===== src/rtl/mdr_mem_if.sv =====
// Memory data register with sub-word load extraction, lane-aligned stores
// and a wait-state / timeout handshake toward the memory port.
module mdr_mem_if #(
    parameter int DATA_WIDTH = 32,
    parameter int TIMEOUT    = 15,
    localparam int LANES     = DATA_WIDTH / 8,
    localparam int OFFW      = $clog2(DATA_WIDTH / 8)
) (
    input  logic                  clock,
    input  logic                  clear,
    input  logic                  MDRIn,
    input  logic                  Read,
    input  logic                  Write,
    input  logic [1:0]            size,
    input  logic                  sign_ext,
    input  logic [OFFW-1:0]       addr_lo,
    input  logic [DATA_WIDTH-1:0] BusMuxOut,
    input  logic [DATA_WIDTH-1:0] MDatain,
    input  logic                  mem_ready,
    output logic [DATA_WIDTH-1:0] BusMuxInMDR,
    output logic [DATA_WIDTH-1:0] MDataout,
    output logic [LANES-1:0]      byte_en,
    output logic                  mem_rd,
    output logic                  mem_wr,
    output logic                  busy,
    output logic                  done,
    output logic                  timeout_err
);
    localparam int CW = (TIMEOUT > 1) ? $clog2(TIMEOUT) : 1;

    typedef enum logic [1:0] {IDLE, RD_WAIT, WR_WAIT} state_t;

    state_t                state, state_n;
    logic [DATA_WIDTH-1:0] q, q_n;
    logic [DATA_WIDTH-1:0] dout_n, st_data, ld_shift, ld_ext;
    logic [LANES-1:0]      be_n, st_be;
    logic [1:0]            size_r, size_n;
    logic                  sx_r, sx_n;
    logic [OFFW-1:0]       off_r, off_n, st_off, ld_off;
    logic [CW-1:0]         cnt, cnt_n;
    logic                  terr_n, done_n, tmo_hit;

    assign BusMuxInMDR = q;
    assign tmo_hit     = (TIMEOUT > 0) && (int'(cnt) == TIMEOUT - 1);

    // Store image is built from the live request inputs and captured on accept.
    always_comb begin
        st_off  = addr_lo & ~OFFW'(1);
        st_data = q;
        st_be   = '1;
        case (size)
            2'b00: begin
                for (int unsigned i = 0; i < LANES; i++) st_data[8*i +: 8] = q[7:0];
                st_be = LANES'(1) << addr_lo;
            end
            2'b01: begin
                for (int unsigned i = 0; i < LANES; i++) st_data[8*i +: 8] = q[8*(i%2) +: 8];
                st_be = LANES'(3) << st_off;
            end
            default: ;
        endcase
    end

    always_comb begin
        ld_off = '0;
        case (size_r)
            2'b00:   ld_off = off_r;
            2'b01:   ld_off = off_r & ~OFFW'(1);
            default: ;
        endcase
        ld_shift = MDatain >> {ld_off, 3'b000};
        ld_ext   = ld_shift;
        case (size_r)
            2'b00: begin
                ld_ext = DATA_WIDTH'(ld_shift[7:0]);
                if (sx_r && ld_shift[7]) ld_ext = ld_ext | ({DATA_WIDTH{1'b1}} << 8);
            end
            2'b01: begin
                ld_ext = DATA_WIDTH'(ld_shift[15:0]);
                if (sx_r && ld_shift[15]) ld_ext = ld_ext | ({DATA_WIDTH{1'b1}} << 16);
            end
            default: ;
        endcase
    end

    always_comb begin
        state_n = state;
        q_n     = q;
        dout_n  = MDataout;
        be_n    = byte_en;
        size_n  = size_r;
        sx_n    = sx_r;
        off_n   = off_r;
        cnt_n   = cnt;
        terr_n  = timeout_err;
        done_n  = 1'b0;
        case (state)
            IDLE: begin
                if (Read || Write) begin
                    size_n  = size;
                    sx_n    = sign_ext;
                    off_n   = addr_lo;
                    cnt_n   = '0;
                    terr_n  = 1'b0;
                    state_n = Read ? RD_WAIT : WR_WAIT;
                    if (!Read) begin
                        dout_n = st_data;
                        be_n   = st_be;
                    end
                end else if (MDRIn) begin
                    q_n = BusMuxOut;
                end
            end
            RD_WAIT, WR_WAIT: begin
                if (mem_ready) begin
                    if (state == RD_WAIT) q_n = ld_ext;
                    done_n  = 1'b1;
                    state_n = IDLE;
                end else if (tmo_hit) begin
                    terr_n  = 1'b1;
                    state_n = IDLE;
                end else begin
                    cnt_n = cnt + CW'(1);
                end
                if (state_n == IDLE) begin
                    dout_n = '0;
                    be_n   = '0;
                end
            end
            default: state_n = IDLE;
        endcase
    end

    always_ff @(posedge clock or posedge clear) begin
        if (clear) begin
            state       <= IDLE;
            q           <= '0;
            MDataout    <= '0;
            byte_en     <= '0;
            size_r      <= '0;
            sx_r        <= 1'b0;
            off_r       <= '0;
            cnt         <= '0;
            mem_rd      <= 1'b0;
            mem_wr      <= 1'b0;
            busy        <= 1'b0;
            done        <= 1'b0;
            timeout_err <= 1'b0;
        end else begin
            state       <= state_n;
            q           <= q_n;
            MDataout    <= dout_n;
            byte_en     <= be_n;
            size_r      <= size_n;
            sx_r        <= sx_n;
            off_r       <= off_n;
            cnt         <= cnt_n;
            mem_rd      <= (state_n == RD_WAIT);
            mem_wr      <= (state_n == WR_WAIT);
            busy        <= (state_n != IDLE);
            done        <= done_n;
            timeout_err <= terr_n;
        end
    end
endmodule


===== config.mk =====
export PLATFORM = sky130hd
export DESIGN_NAME = mdr_mem_if
export DESIGN_NICKNAME = d
export VERILOG_FILES = /design/src/rtl/mdr_mem_if.sv
export SDC_FILE = /design/constraint.sdc
export NUM_CORES = 1
export LEC_CHECK = 0
export BUFFER_PORTS_ARGS = -buffer_cell sky130_fd_sc_hd__buf_2
export CORE_ASPECT_RATIO = 2
export CORE_MARGIN = 2
export CORE_UTILIZATION = 34
export CTS_CLUSTER_SIZE = 28
export DETAILED_ROUTE_END_ITERATION = 8
export GPL_ROUTABILITY_DRIVEN = 0
export HOLD_SLACK_MARGIN = 0.1
export PLACE_DENSITY = 0.55
export SLEW_MARGIN = 20
export SYNTH_ARGS = -nofsm -noshare
export SYNTH_HDL_FRONTEND = slang
export SYNTH_SLANG_ARGS = --single-unit

===== constraint.sdc =====
create_clock -name clock -period 6.8 [get_ports clock]
set_input_delay 0.68 -clock clock [delete_from_list [all_inputs] [get_ports clock]]
set_output_delay 0.68 -clock clock [all_outputs]
set_load 0.05 [all_outputs]

==> run_results.csv <==
group,metric,value,unit
run_status,outcome,"finished clean",
clocking,hold_buffers,0,
clocking,cts_resized,0,
floorplanning,ioPinCount,148,
min_path,worstHoldPathCells,2,
floorplanning,die_x,86.81,µm
global_routing,gr-total-overflow,0,
clocking,cts_setup_buffers,0,
routing,via_count,4021,
clocking,clk_pin_slew,0.06,ns
sta,finalCritPeriodShare,0.3921,
sta,fmax,375.0,MHz
run,maxCapViolations,0,
routing,first_pass_iters,5,
min_path,hold_start,"MDataout[8]$_DFFE_PP0P_",
critical_path,r2r-end,"MDataout[11]$_DFFE_PP0P_",
floorplanning,initial_core_util,0.3470,
sta,min_period,2.667,ns
global_routing,use_met2,0.3621,
power_and_ir_drop,leakage,2.757,nW
synth,ys.flop_type,"dfrtp_1",
global_routing,grt_max_degree,85,
routing,first_iter_violations,202,
clocking,clock_sinks,84,
routing,wire_per_inst,19.80,µm
floorplanning,die_area,14720,µm²
final_layout,drive_gt1_frac,0.3510,
global_routing,antenna_found_initial,0,
clocking,cts_root_buffer,"clkbuf_16",
synth,netlist_instances,454,
final_layout,n_fill_cell,1337,
critical_path,cp-start-kind,"flip-flop",
synth,ys_async_sr_fraction,1.000,
final_layout,nets,659,
synth,yosysSeqAreaShare,0.4508,
clocking,clk_path_buf_depth,2,
floorplanning,core,13440,µm²
min_path,hold_path.class,"flip-flop to flip-flop",
critical_path,worstSetupStartpoint,"state[0]$_DFF_PP0_",
sta,worstMarginPinSlew,0.9791,ns
synth,synth_area_leaders,"dfrtp_1 (45%), mux2i_1 (9.0%), o31ai_1 (4.7%)",
synth,synth_edf_count,0,
sta,finalSetupTns,0,ns
critical_path,crit_required,7.03,ns
final_layout,register_area,2102,µm²
routing,wl,14630,µm
critical_path,max_stage_delay,0.64,ns
critical_path,rr_startpoint,"state[0]$_DFF_PP0_",
synth,synth_cell_types,45,
critical_path,reg2reg_depth,7,
sta,finClkSkew,0.009624,ns
critical_path,cp-end-kind,"flip-flop",
clocking,tritoncts,"built",
critical_path,crit_fanout,81,
routing,ant_nets,0,
min_path,min_to,"MDataout[8]$_DFFE_PP0P_",
critical_path,critPathTopFamily,"buffers and inverters",
global_routing,grt_use_met1,0.2287,
floorplanning,die_y,169.6,µm
critical_path,worstPathCellList,"inv_1 > ha_2 > buf_4 > nor2b_1 > o32ai_4 > buf_4 > o31ai_1",
power_and_ir_drop,power_density,632.4,nW/µm²
global_routing,grt_pass1_wl,22460,µm
synth,synth_commonest_cells,"dfrtp_1 (84), nand2_1 (57), mux2i_1 (42), nor2_1 (29), o31ai_1 (29)",
synth,yosys.area.top_type,"dfrtp_1",
power_and_ir_drop,peakVddDrop,0.3744,mV
global_routing,use_met3,0.03259,
synth,syn_area,4663,µm²
clocking,clock_latency,0.34,ns
sta,report.final.hold_viol_count,0,
critical_path,cp_num_buf_inv,3,
sta,relSlewSlack,0.3444,
critical_path,arrival,2.90,ns
final_layout,multi_input_area,2335,µm²
synth,yosysTopAreaCellShare,0.4508,
synth,synth-seq-cells,84,
synth,synth_nets,534,
sta,setup_violations,0,
routing,drcViolationCount,0,
critical_path,critPathSlowestCell,"buf_4",
global_routing,grtUsageTotal,0.2009,
synth,ys_warn_count,0,
placed_design,dp_hpwl,11340,µm
final_layout,area_growth,23.18,%
final_layout,diodes,0,
routing,avgViaCountPerCell,5.441,
sta,finalWorstSetupSlack,4.133,ns
global_routing,grt_pass1_vias,4018,
floorplanning,rows,60,
placed_design,port_buffers,147,
critical_path,r2r_slack,4.13,ns
sta,hold_slack,0.4696,ns
clocking,h-tree-depth,3,
sta,rsz0062_at_grt,"no",
synth,yosysMostFrequentCell,"dfrtp_1",
critical_path,worst_path_most_repeated_cell,"buf_4",
global_routing,busiest_layer,"met2",
synth,syn_area_per_cell,10.27,µm²
sta,maxSlewViolCount,0,
placed_design,dp_worst_setup_slack,4.132,ns
critical_path,crit_type,"flip-flop to flip-flop",
clocking,cts_buffers,9,
## cell families (layout without fill, tap and decap cells)
family	Yosys count	after routing	synth area share
and+or+nand+nor	137	137	0.1411
muxes	54	54	0.1360
adders and majority gates	5	5	0.01342
DFF	84	84	0.4508
AOI/OAI and AO/OA	128	128	0.2071
buffers and inverters	46	176	0.05151
## layer usage
layer	wire length (µm)	vias up
li1	-	1908
met1	5598	1964
met3	561	19
met2	8083	130
met4	388	0
met5	0	-
## worst register-to-register path, stage by stage, from the launching register on
cell and delay, ns:
dfrtp_1 0.40, inv_1 0.09, ha_2 0.33, buf_4 0.64, nor2b_1 0.30, o32ai_4 0.11
buf_4 0.33, o31ai_1 0.36
## area by class of cell
type / count / share of cell area
multi-input combinational: 324 / 0.4064
clock buffer: 9 / 0.03921
inverter: 9 / 0.006099
clock inverter: 7 / 0.01459
sequential: 84 / 0.3659
timing repair buffer: 151 / 0.1340
tap: 155 / 0.03376
## placed cells by master, fill, tap and decap left out, types with 9 or more instances in the layout
| master | instances |
|---|---|
| buf_2 | 147 |
| o221ai_1 | 13 |
| nand2b_1 | 14 |
| clkbuf_16 | 9 |
| dfrtp_1 | 84 |
| nand2_1 | 57 |
| a22oi_2 | 10 |
| a21oi_1 | 18 |
| mux2i_1 | 42 |
| o31ai_1 | 29 |
| a31oi_1 | 14 |
| nor2_1 | 29 |
## report_power, final
group | internal, mW | switching, mW | leakage, nW | total (mW)
clock | 0.291 | 0.217 | 0.149 | 0.508
combinational | 0.648 | 1.49 | 1.57 | 2.14
sequential | 0.731 | 0.254 | 1.04 | 0.985
## how the worst max path moves through the flow
| stage | slack [ns] | endpoint | cells past startpoint |
|---|---|---|---|
| after floorplan | 3.95 | BusMuxInMDR[0]$_DFFE_PP0P_ | 1 |
| after global placement | 4.24 | byte_en[2]$_DFFE_PP0P_ | 7 |
| after detailed placement | 4.13 | MDataout[11]$_DFFE_PP0P_ | 7 |
| after CTS | 4.12 | MDataout[11]$_DFFE_PP0P_ | 7 |
| after global routing | 3.99 | MDataout[27]$_DFFE_PP0P_ | 7 |
| final | 4.13 | MDataout[11]$_DFFE_PP0P_ | 7 |
## through the flow
stage	total power, mW	area [µm²]	instances	util
2_1_floorplan	2.653	4663	454	-
3_3_place_gp	3.108	5431	723	0.4042
3_5_place_dp	3.148	5431	723	0.4042
4_1_cts	3.663	5741	739	0.4272
5_1_grt	3.856	5744	739	0.4275
6_report	3.633	5744	739	0.4275
## state kept, by name, summed over array words and instances, names as in the netlist
signal	count
done	1
timeout_err	1
cnt	4
state	2
BusMuxInMDR	32
mem_rd	1
size_r	2
byte_en	4
sx_r	1
off_r	2
busy	1
mem_wr	1
MDataout	32
(Power assumes the default switching activity.)
